$ cat config.mk
export PLATFORM = sky130hd
export DESIGN_NAME = muldiv_unit
export DESIGN_NICKNAME = d
export VERILOG_FILES = /design/src/rtl/muldiv_pkg.sv /design/src/rtl/muldiv_step.sv /design/src/rtl/muldiv_unit.sv
export SDC_FILE = /design/constraint.sdc
export NUM_CORES = 1
export LEC_CHECK = 0
export CORE_MARGIN = 2
export CORE_UTILIZATION = 30
export CTS_CLUSTER_DIAMETER = 80
export DETAILED_ROUTE_END_ITERATION = 7
export GPL_TIMING_DRIVEN = 0
export PLACE_DENSITY = 0.55
export SYNTH_ARGS = -nofsm -noshare
export SYNTH_HDL_FRONTEND = slang
export SYNTH_SLANG_ARGS = --single-unit
$ cat constraint.sdc
create_clock -name clk -period 8.6 [get_ports clk]
set_clock_uncertainty 0.2 [all_clocks]
set_input_delay 1.72 -clock clk [delete_from_list [all_inputs] [get_ports clk]]
set_output_delay 1.72 -clock clk [all_outputs]
set_load 0.03 [all_outputs]
$ cat src/rtl/muldiv_pkg.sv
// Shared definitions for the iterative multiply/divide unit: op encoding,
// FSM states and the default datapath width.
package muldiv_pkg;

    localparam int N_DEFAULT = 32;

    typedef enum logic [1:0] {
        OP_MULT  = 2'b00,
        OP_MULTU = 2'b01,
        OP_DIV   = 2'b10,
        OP_DIVU  = 2'b11
    } op_e;

    typedef enum logic [1:0] {
        ST_IDLE = 2'b00,
        ST_RUN  = 2'b01,
        ST_DONE = 2'b10
    } state_e;

    function automatic logic op_is_div(input op_e o);
        return (o == OP_DIV) || (o == OP_DIVU);
    endfunction

    function automatic logic op_is_signed(input op_e o);
        return (o == OP_MULT) || (o == OP_DIV);
    endfunction

endpackage

$ cat src/rtl/muldiv_step.sv
// One iteration of the muldiv datapath: shift-add for multiply,
// restoring trial-subtract-shift for divide. Purely combinational.
module muldiv_step
    import muldiv_pkg::*;
#(
    parameter int N = N_DEFAULT
) (
    input  logic         is_div,
    input  logic [N-1:0] acc_hi,
    input  logic [N-1:0] acc_lo,
    input  logic [N-1:0] opnd,
    output logic [N-1:0] next_hi,
    output logic [N-1:0] next_lo
);

    logic [N:0]   sum;
    logic [N:0]   shifted;
    logic [N-1:0] diff;

    // acc_lo holds the multiplier (LSB first) or the dividend (MSB first)
    always_comb begin
        sum     = {1'b0, acc_hi} + {1'b0, opnd};
        shifted = {acc_hi, acc_lo[N-1]};
        diff    = shifted[N-1:0] - opnd;
        next_hi = acc_hi;
        next_lo = acc_lo;
        if (is_div) begin
            if (shifted >= {1'b0, opnd}) begin
                next_hi = diff;
                next_lo = {acc_lo[N-2:0], 1'b1};
            end else begin
                next_hi = shifted[N-1:0];
                next_lo = {acc_lo[N-2:0], 1'b0};
            end
        end else begin
            if (acc_lo[0]) begin
                next_hi = sum[N:1];
                next_lo = {sum[0], acc_lo[N-1:1]};
            end else begin
                next_hi = {1'b0, acc_hi[N-1:1]};
                next_lo = {acc_hi[0], acc_lo[N-1:1]};
            end
        end
    end

endmodule

$ cat src/rtl/muldiv_unit.sv
// Iterative multiply/divide unit with HI/LO result registers.
// Define MULDIV_SIGNED_EN to build signed MULT/DIV; otherwise every op is unsigned.
module muldiv_unit
    import muldiv_pkg::*;
#(
    parameter int N = N_DEFAULT
) (
    input  logic         clk,
    input  logic         rst,
    input  logic         start,
    input  logic [1:0]   op,
    input  logic [N-1:0] x,
    input  logic [N-1:0] y,
    input  logic         hi_we,
    input  logic         lo_we,
    input  logic [N-1:0] wdata,
    output logic         busy,
    output logic         done,
    output logic         dbz,
    output logic [N-1:0] hi,
    output logic [N-1:0] lo
);

    localparam int CW = $clog2(N + 1);

    state_e         state;
    logic [CW-1:0]  cnt;
    logic           is_div;
    logic [N-1:0]   acc_hi;
    logic [N-1:0]   acc_lo;
    logic [N-1:0]   opnd;
    logic [N-1:0]   step_hi;
    logic [N-1:0]   step_lo;
    logic [N-1:0]   x_mag;
    logic [N-1:0]   y_mag;
    logic [N-1:0]   res_hi;
    logic [N-1:0]   res_lo;
    logic [2*N-1:0] prod;
    logic           start_div;
`ifdef MULDIV_SIGNED_EN
    logic           neg_q;
    logic           neg_r;
    logic           start_neg_q;
    logic           start_neg_r;
`endif

    assign start_div = op_is_div(op_e'(op));

    muldiv_step #(.N(N)) u_step (
        .is_div  (is_div),
        .acc_hi  (acc_hi),
        .acc_lo  (acc_lo),
        .opnd    (opnd),
        .next_hi (step_hi),
        .next_lo (step_lo)
    );

`ifdef MULDIV_SIGNED_EN
    // Magnitudes and result sign flags; the remainder follows the dividend sign
    always_comb begin
        x_mag       = x;
        y_mag       = y;
        start_neg_q = 1'b0;
        start_neg_r = 1'b0;
        if (op_is_signed(op_e'(op))) begin
            x_mag       = x[N-1] ? -x : x;
            y_mag       = y[N-1] ? -y : y;
            start_neg_q = x[N-1] ^ y[N-1];
            start_neg_r = start_div & x[N-1];
        end else begin
            x_mag       = x;
            y_mag       = y;
        end
    end
`else
    assign x_mag = x;
    assign y_mag = y;
`endif

    // Final HI/LO value written on the last iteration edge
    always_comb begin
        prod   = {step_hi, step_lo};
        res_hi = step_hi;
        res_lo = step_lo;
        if (is_div) begin
            if (opnd == {N{1'b0}}) begin
                res_lo = {N{1'b1}};
            end else begin
`ifdef MULDIV_SIGNED_EN
                if (neg_q) begin
                    res_lo = -step_lo;
                end else begin
                    res_lo = step_lo;
                end
`else
                res_lo = step_lo;
`endif
            end
`ifdef MULDIV_SIGNED_EN
            if (neg_r) begin
                res_hi = -step_hi;
            end else begin
                res_hi = step_hi;
            end
`endif
        end else begin
`ifdef MULDIV_SIGNED_EN
            if (neg_q) begin
                prod = -{step_hi, step_lo};
            end else begin
                prod = {step_hi, step_lo};
            end
`endif
            res_hi = prod[2*N-1:N];
            res_lo = prod[N-1:0];
        end
    end

    // Control FSM, iteration registers and architectural HI/LO
    always_ff @(posedge clk) begin
        if (rst) begin
            state  <= ST_IDLE;
            busy   <= 1'b0;
            done   <= 1'b0;
            dbz    <= 1'b0;
            hi     <= {N{1'b0}};
            lo     <= {N{1'b0}};
            cnt    <= {CW{1'b0}};
            is_div <= 1'b0;
            acc_hi <= {N{1'b0}};
            acc_lo <= {N{1'b0}};
            opnd   <= {N{1'b0}};
`ifdef MULDIV_SIGNED_EN
            neg_q  <= 1'b0;
            neg_r  <= 1'b0;
`endif
        end else begin
            done <= 1'b0;
            case (state)
                ST_IDLE: begin
                    if (hi_we) hi <= wdata;
                    if (lo_we) lo <= wdata;
                    if (start) begin
                        state  <= ST_RUN;
                        busy   <= 1'b1;
                        dbz    <= 1'b0;
                        cnt    <= {CW{1'b0}};
                        is_div <= start_div;
                        acc_hi <= {N{1'b0}};
                        acc_lo <= start_div ? x_mag : y_mag;
                        opnd   <= start_div ? y_mag : x_mag;
`ifdef MULDIV_SIGNED_EN
                        neg_q  <= start_neg_q;
                        neg_r  <= start_neg_r;
`endif
                    end
                end
                ST_RUN: begin
                    acc_hi <= step_hi;
                    acc_lo <= step_lo;
                    cnt    <= cnt + CW'(1);
                    if (cnt == CW'(N - 1)) begin
                        state <= ST_DONE;
                        hi    <= res_hi;
                        lo    <= res_lo;
                        dbz   <= is_div & (opnd == {N{1'b0}});
                    end
                end
                ST_DONE: begin
                    state <= ST_IDLE;
                    busy  <= 1'b0;
                    done  <= 1'b1;
                end
                default: begin
                    state <= ST_IDLE;
                    busy  <= 1'b0;
                end
            endcase
        end
    end

endmodule

Word-level counts from Yosys, hierarchy flattened
Index checks and enable logic that the tools add are counted.
- input port bits: 103
- register bits: 172
- reduce and logical (&&, ||, !) cells: 11
- equal/unequal tests: 9
- add/sub/neg operators: 3
- $lt $le $gt $ge: 1
- mux-type cells: 31
- bitwise gates (word level): 2
- operators with widths (kind ; number):
    $mux W32 ; 15
    $pmux W32 S2 ; 4
    $add A32 B32 Y33 ; 1
    $ge A33 B32 Y1 ; 1
    $logic_not A32 Y1 ; 1
    $sub A32 B32 Y32 ; 1
    $pmux W6 S2 ; 1
    $reduce_and A3 Y1 ; 3
    $ne A2 B2 Y1 const B ; 4
    $reduce_and A2 Y1 ; 4
    $add A6 B1 Y6 const B ; 1
    $eq A2 B2 Y1 const B ; 3
    $eq A6 B5 Y1 const B ; 1
    $mux W6 ; 1
    $mux W1 ; 5
    $mux W2 ; 2
    $pmux W1 S2 ; 2
    $pmux W2 S2 ; 1
    $eq A2 B1 Y1 const B ; 1
    $logic_not A2 Y1 ; 1
    $reduce_bool A2 Y1 ; 1
    $and A1 B1 Y1 ; 1
    $logic_or A1 B1 Y1 ; 1
    $not A1 Y1 ; 1

Logic depth before layout (Yosys ltp)
- depth in word-level cells: 7
- depth in mapped cells: 15

By module
Synthesis repeated with hierarchy kept, for this count alone.
- cells, all modules: 1630
- area total of the unflattened synthesis: 12756.0 um^2
- modules (own cells, without submodules) (module ; cells each ; area an instance (um^2) ; instances ; seq. area each (um^2)):
    muldiv_unit ; 878 ; 7636.1 ; 1 ; 3443.3
    muldiv_step ; 752 ; 5119.9 ; 1 ; 0.0

Worst setup path before layout
Ideal clock, no wire load.
- path kind: input -> register
- start point: in op[1]
- end point: reg acc_lo[0]
- path buffers: 2
- stages on the path: 6
- setup time: 0.132 ns
- required time: 8.268 ns
- arrival time: 3.026 ns
- slack: 5.242 ns
- cells stage by stage: clkbuf_1 clkbuf_1 mux2i_1 nor2_1 a31oi_1 a21oi_1
- longest elaborated chain between the ends: 5
- RTL lines (what ; line ; RTL):
    start, declared ; muldiv_unit.sv:11 ; input logic [1:0] op,
    $eq A2 B2 Y1 ; muldiv_pkg.sv:21 ; return (o == OP_DIV) || (o == OP_DIVU);
    $logic_or A1 B1 Y1 * ; muldiv_pkg.sv:21 ;
    $mux W32 * ; muldiv_unit.sv:150 ; acc_lo <= start_div ? x_mag : y_mag;
    $mux W32 * ; muldiv_unit.sv:143 ; if (start) begin
    $pmux W32 S2 * ; muldiv_unit.sv:139 ; case (state)
    end signal, assigned ; muldiv_unit.sv:131 ; acc_lo <= {N{1'b0}};
    end signal, assigned ; muldiv_unit.sv:150 ;
    end signal, assigned ; muldiv_unit.sv:160 ; acc_lo <= step_lo;
    end, declared ; muldiv_unit.sv:30 ; logic [N-1:0] acc_lo;
Mark *: on every way between the ends. The rest lies on a longest branch, timed or not. The select of a mux whose other input is x is not followed.
A chain may end at the register's enable or synchronous reset.

Final worst setup path
- start point: reg opnd[26]
- end point: reg acc_hi[30]
- longest elaborated chain between the ends: 4
- RTL lines (what ; line ; RTL):
    start, declared ; muldiv_unit.sv:31 ; logic [N-1:0] opnd;
    start signal, assigned ; muldiv_unit.sv:132 ; opnd <= {N{1'b0}};
    start signal, assigned ; muldiv_unit.sv:151 ; opnd <= start_div ? y_mag : x_mag;
    $add A32 B32 Y33, or another cell as far along ; muldiv_step.sv:22 ; sum = {1'b0, acc_hi} + {1'b0, opnd};
    $mux W32, on equally long branches ; muldiv_step.sv:36, muldiv_step.sv:28 ;
    $mux W32 * ; muldiv_step.sv:27 ; if (is_div) begin
    $pmux W32 S2 * ; muldiv_unit.sv:139 ;
    end signal, assigned ; muldiv_unit.sv:130 ; acc_hi <= {N{1'b0}};
    end signal, assigned ; muldiv_unit.sv:149 ; acc_hi <= {N{1'b0}};
    end signal, assigned ; muldiv_unit.sv:159 ; acc_hi <= step_hi;
    end, declared ; muldiv_unit.sv:29 ; logic [N-1:0] acc_hi;
Mark *: on every way between the ends. The rest lies on a longest branch, timed or not.

==> results.cfg <==
[outcome]
status = finished, final reports clean

[clock_network]
clk_latency_ps = 450
cts_resized = 0
cts_setup_buffers = 0
hold_buffers = 0
clock_sinks = 172
cts_max_level = 4
clkTransAtPathRegs_ps = 70
cts_tree = yes
cts-root-buf = clkbuf_16
clk_path_buf_depth = 2
cts_made_buffers = 17

[critical_path]
reg2reg_depth = 14
r2r_slack_ps = 3910
critical_path.startpoint_type = register
crit_fanout = 10
worst_ep_required_time_ps = 8700
crit_arrival_ps = 4790
critPathCaptureType = register
crit_family = compound AO/OA/AOI/OAI gates
path_buf_inv = 3
worst_r2r_endpoint = acc_hi[30]
worst_r2r_startpoint = opnd[26]
cp_slowest_stage_delay_ps = 640
critPathKind = reg -> reg
cp_cell_sequence = inv_1 -> ha_1 -> clkbuf_1 -> a21oi_1 -> o31a_1 -> o21ai_0 -> a211oi_1 -> o21ai_1 -> nor2_2 -> clkbuf_1 -> nand2_1 -> o21a_1 -> o211ai_1 -> a21oi_1
slowest_stage = nor2_2

[cells_and_area]
layout_common_cells = nand2_1, dfxtp_1, clkdlybuf4s50_1
multi_input_area_um2 = 7973
fin_nets = 1940
drive_above_1_share = 0.04038
fillCellCount = 4159
register_area_um2 = 3443
syn2layout_area_growth_pct = 24.32
diodes = 0

[run]
max-cap-violations = 0

[logic_synthesis]
synth-main-ff-cell = dfxtp_1
synthDistinctLibCells = 77
ys_warn_count = 0
synth_nets = 1755
synth.cell_area_um2 = 12100
ys_seq_area_frac = 0.2847
synthCells = 1585
syn_avg_cell_area_um2 = 7.631
ys_ff_latch = 172
synth_edf_count = 0
async_reset_ff_frac = 0

[floorplan]
start_util = 0.3044
ios = 170
core_um2 = 39730
dieArea_um2 = 41940
die_h_um = 204.8
rows = 73
die_width_um = 204.8

[drt]
drc_errors = 0
drt_iter0_drc = 1454
via_count = 13400
ant_nets = 0
routedWlPerCell_um = 24.86
routed_wl_um = 57380
drt-pass1-iter-count = 7
vias_per_cell = 5.806

[hold_path]
holdCritStartpoint = hi[13]
hold_end = hi[13]
hold_depth = 2
hold_path.class = reg -> reg

[grt]
grt_usage = 0.2687
grt_pass1_wl_um = 82860
grt_max_degree = 17
grt_pass1_vias = 12730
gr-total-overflow = 0
antenna_found_initial = 2

[placement]
gp_congestion = 0.9723
hpwlAfterDp_um = 45890
portBuffers = 166

[power]
finalPower_uw = 2823
leakage_uw = 0.005643
ir_worst_vdd_mv = 0.1335
power_density_nw_per_um2 = 187.7

[sta]
fmax_mhz = 213.2
finalCritPeriodShare = 0.5454
rsz0062_at_grt = no
fin_crit_ps = 4691
max_slew_margin = 0.2285
tightest_slew_ps = 1154
fin_setup_tns_ps = 0
drv_slew = 0
finalHoldViolCount = 0
setup_viol = 0
## worst max path at each step
stage	startpoint	endpoint	slack (ps)	cells past startpoint
2_1_floorplan	op[1]	acc_lo[0]	5240	6
3_3_place_gp	opnd[26]	hi[10]	3890	14
3_5_place_dp	start	acc_lo[6]	3960	7
4_1_cts	opnd[26]	hi[10]	4020	14
5_1_grt	opnd[26]	hi[8]	3620	14
6_report	opnd[26]	acc_hi[30]	3910	14
## layer usage
| layer | global-route usage | vias to the layer above | routed length (um) |
|---|---|---|---|
| li1 | - | 6186 | - |
| met1 | 0.3500 | 6342 | 24220 |
| met2 | 0.4305 | 731 | 25790 |
| met3 | 0.04868 | 138 | 4752 |
| met4 | 0.1219 | 4 | 2585 |
| met5 | 0 | - | 27 |
## worst reg2reg max path, delay by kind of cell (launching register included)
| family | cells | cell delay (ps) |
|---|---|---|
| AO/OA/AOI/OAI | 8 | 1700 |
| AND/OR/NAND/NOR | 2 | 990 |
| buffers and inverters | 3 | 960 |
| flip-flops | 1 | 440 |
| adder cells (fa/ha/maj) | 1 | 260 |
## flip-flops by register name, summed over array words and instances, names as in the netlist, 2 cells and up
signal	flops
cnt	6
acc_lo	32
hi	32
lo	32
opnd	32
state	2
acc_hi	32
## cells by family (layout without fill, tap and decap cells)
group	count (synthesis)	after routing	synth area share
adder cells (fa/ha/maj)	67	67	0.07055
XOR/XNOR	53	53	0.03838
multiplexers	106	106	0.08886
buffers and inverters	177	375	0.05617
flip-flops	172	172	0.2847
AO/OA/AOI/OAI	533	533	0.2857
AND/OR/NAND/NOR	477	477	0.1757
## power by group
part           total, uW  leakage (uW)  switching, uW  internal [uW]
clock                842      0.000297            370            472
combinational       1040       0.00393            674            364
sequential           942       0.00142           76.7            865
total               2820       0.00564           1120           1700
## cell usage after synthesis, types with 7 or more instances
master	count	area (um^2)
o21bai_1	9	67.56
buf_1	16	60.06
nor4_1	11	68.82
a31oi_1	44	275.3
o22ai_1	16	100.1
ha_1	65	813.3
nand2_1	172	645.6
a211oi_1	67	503.0
nor2_1	156	585.6
and2_1	8	50.05
a311oi_1	11	96.34
o211ai_1	19	142.6
nor2b_1	10	62.56
mux2i_1	95	950.9
dfxtp_1	172	3443
xor2_1	20	175.2
o2111ai_1	15	131.4
nor3_1	27	135.1
nand4_1	22	137.6
o21ai_0	106	530.5
nand3_1	31	155.2
inv_1	58	217.7
mux2_2	11	123.9
nand2b_1	8	50.05
a21o_1	17	127.6
clkbuf_1	90	337.8
a21oi_1	152	760.7
buf_2	11	55.05
or3_1	7	43.79
o21a_1	14	105.1
xnor2_1	33	289.0
## per-stage QoR
stage                     instances  utilization  worst slack (ps)  area (um^2)  hold slack, ps
after floorplan                1585            -              5242        12100           265.1
after global placement         2276       0.3628              3892        14410           244.5
after detailed placement       2276       0.3628              3960        14410           257.2
after CTS                      2308       0.3785              4025        15040           271.4
after global routing           2308       0.3785              3621        15040           292.0
final                          2308       0.3785              3909        15040           269.1
## layout make-up
| type | instances | share of cell area |
|---|---|---|
| Clock buffer | 18 | 0.02921 |
| Multi-Input combinational cell | 1236 | 0.5302 |
| Clock inverter | 14 | 0.01223 |
| Sequential cell | 172 | 0.2290 |
| Buffer | 118 | 0.03045 |
| Tap cell | 525 | 0.04368 |
| Inverter | 59 | 0.01473 |
| Timing Repair Buffer | 166 | 0.1105 |
Note: power is estimated with default switching activity, not from simulation.
==> edit: new RTL, config.mk and constraints unchanged <==
Add an input register stage for `start`, `hi_we`, `lo_we` and `wdata`, without a reset; this delays them by one clock. The other inputs are not delayed to match.
--- a/src/rtl/muldiv_unit.sv
+++ b/src/rtl/muldiv_unit.sv
@@ -22,6 +22,18 @@
 );
 
     localparam int CW = $clog2(N + 1);
+
+    logic start_q;
+    logic hi_we_q;
+    logic lo_we_q;
+    logic [N-1:0] wdata_q;
+
+    always_ff @(posedge clk) begin
+        start_q <= start;
+        hi_we_q <= hi_we;
+        lo_we_q <= lo_we;
+        wdata_q <= wdata;
+    end
 
     state_e         state;
     logic [CW-1:0]  cnt;
@@ -138,9 +150,9 @@
             done <= 1'b0;
             case (state)
                 ST_IDLE: begin
-                    if (hi_we) hi <= wdata;
-                    if (lo_we) lo <= wdata;
-                    if (start) begin
+                    if (hi_we_q) hi <= wdata_q;
+                    if (lo_we_q) lo <= wdata_q;
+                    if (start_q) begin
                         state  <= ST_RUN;
                         busy   <= 1'b1;
                         dbz    <= 1'b0;
Function: changed (Yosys sat finds a counterexample within 4 cycles, from zero or initial values and one cycle with rst high).
==> edit against the unedited design <==
- wire length down 3.5%
- combinational power is 20% lower
- sequential cell count is 35 higher
- cell area grew 6.2%
- power up 2.7%
- worst hold slack got worse by 0.017 ns
- maximum frequency up 8.1%
- sequential share of layout area is 3.1 points higher
- synthesized area is 6.7% higher
- worst setup slack better by 0.35 ns
- cell count up 3.0%
- utilization is essentially flat
- non-clock buffer count unchanged
- critical path type unchanged
- highest routed layer is now met4
==> edit: results (changes against the unedited design) <==
| Metric | Value |
|---|---|
| Reg-to-reg endpoint | hi[16] |
| Largest net degree at the start of global routing | 14 (-3) |
| Max-slew headroom | 24.0% (+1.2 points) |
| Synth cell count leaders | 207 x dfxtp_1, 183 x nand2_1, 155 x nor2_1 |
| Syn_nets | 1802 (+2.7%) |
| Leak | 6.34 nW (+12%) |
| Status | finished clean |
| Hold Path Sink | hi[5] |
| First-pass GRT wire length | 82300 µm (-0.65%) |
| Initial antenna violation count | 1 (-1) |
| Placed cell area | 15200 µm² (+5.8%) |
| Drt wl/cell | 23.3 µm (-6.3%) |
| Synth area leaders | dfxtp_1 32%, mux2i_1 7.8%, ha_1 6.3% |
| Drt initial violations | 1145 (-21%) |
| R2R depth | 11 (-3) |
| Vias in the first global route | 13200 (+3.7%) |
| DR vias/cell | 5.66 (-2.6%) |
| Delay-heaviest family, CP | simple AND/OR/NAND/NOR gates |
| Synth cell types | 78 (+1.3%) |
| Skew-Pair Late Insertion Delay | 0.53 ns (+0.08 ns) |
| CP arrival | 4.53 ns (-0.26 ns) |
| Hold_sp | hi[5] |
| Routability cong. | 0.919 (-5.5%) |
| Initial DRT Pass Iterations | 6 (-1) |
| Total GRT Usage | 24.3% (-2.6 points) |
==> edit: worst max-delay path by stage <==
stage	start	slack, ns	cells after the start	endpoint
final	opnd[15]	4.26	11	hi[16]
after global routing	opnd[15]	4.12	11	hi[16]
after CTS	opnd[15]	4.34	11	hi[16]
after detailed placement	op[1]	4.01	7	acc_lo[27]
after global placement	op[1]	4.02	7	acc_lo[25]
after floorplan	op[1]	5.32	6	acc_lo[30]
==> edit: area by class of cell <==
cell class                      count  area [µm²]  area share [%]
Antenna cell                        1        2.50          0.0157
Inverter                           56         210            1.32
Sequential cell                   207        4140            26.0
Clock buffer                       31         646            4.04
Multi-Input combinational cell   1252        8090            50.7
Buffer                            117         457            2.86
Timing Repair Buffer              167        1670            10.5
Tap cell                          539         674            4.22
Clock inverter                      8        68.8           0.431
==> edit: logic make-up after synthesis <==
| logic type | count (synthesis) | synth area share, % |
|---|---|---|
| AOI/OAI and AO/OA | 516 | 26.7 |
| DFF | 207 | 32.1 |
| and+or+nand+nor | 517 | 18.1 |
| adders and majority gates | 67 | 6.61 |
| muxes | 101 | 7.85 |
| buffers and inverters | 173 | 5.17 |
| xor gates and xnor gates | 51 | 3.46 |
==> edit: through the flow <==
step           hold WS, ns  util, %  instances  setup slack (ns)
2_1_floorplan        0.240        -       1632              5.32
3_3_place_gp         0.245     36.1       2338              4.02
3_5_place_dp         0.252     36.1       2338              4.01
4_1_cts              0.260     37.8       2377              4.34
5_1_grt              0.277     37.8       2377              4.12
6_report             0.252     37.8       2378              4.26
==> edit: power by group through the flow <==
stage / combinational (mW) / sequential [mW] / clock [mW]
5_1_grt: 0.884 / 1.11 / 1.00
6_report: 0.827 / 1.11 / 0.964
3_5_place_dp: 0.808 / 1.13 / 0
4_1_cts: 0.814 / 1.10 / 0.972
3_3_place_gp: 0.805 / 1.13 / 0
2_1_floorplan: 0.447 / 1.15 / 0
==> edit: worst min-delay path, delay by kind of cell (launching register included) <==
family	cells	cell delay, ns
DFF	1	0.31
and+or+nand+nor	1	0.05
AOI/OAI and AO/OA	1	0.05
==> edit: metal layers <==
layer  global-route usage [%]  wire length [µm]  part of all wire (%)
met5                        0                 0                     0
met4                     9.62              2000                   3.6
met3                     2.85              3630                   6.6
met2                     40.6             25700                    46
met1                     31.9             24000                    43
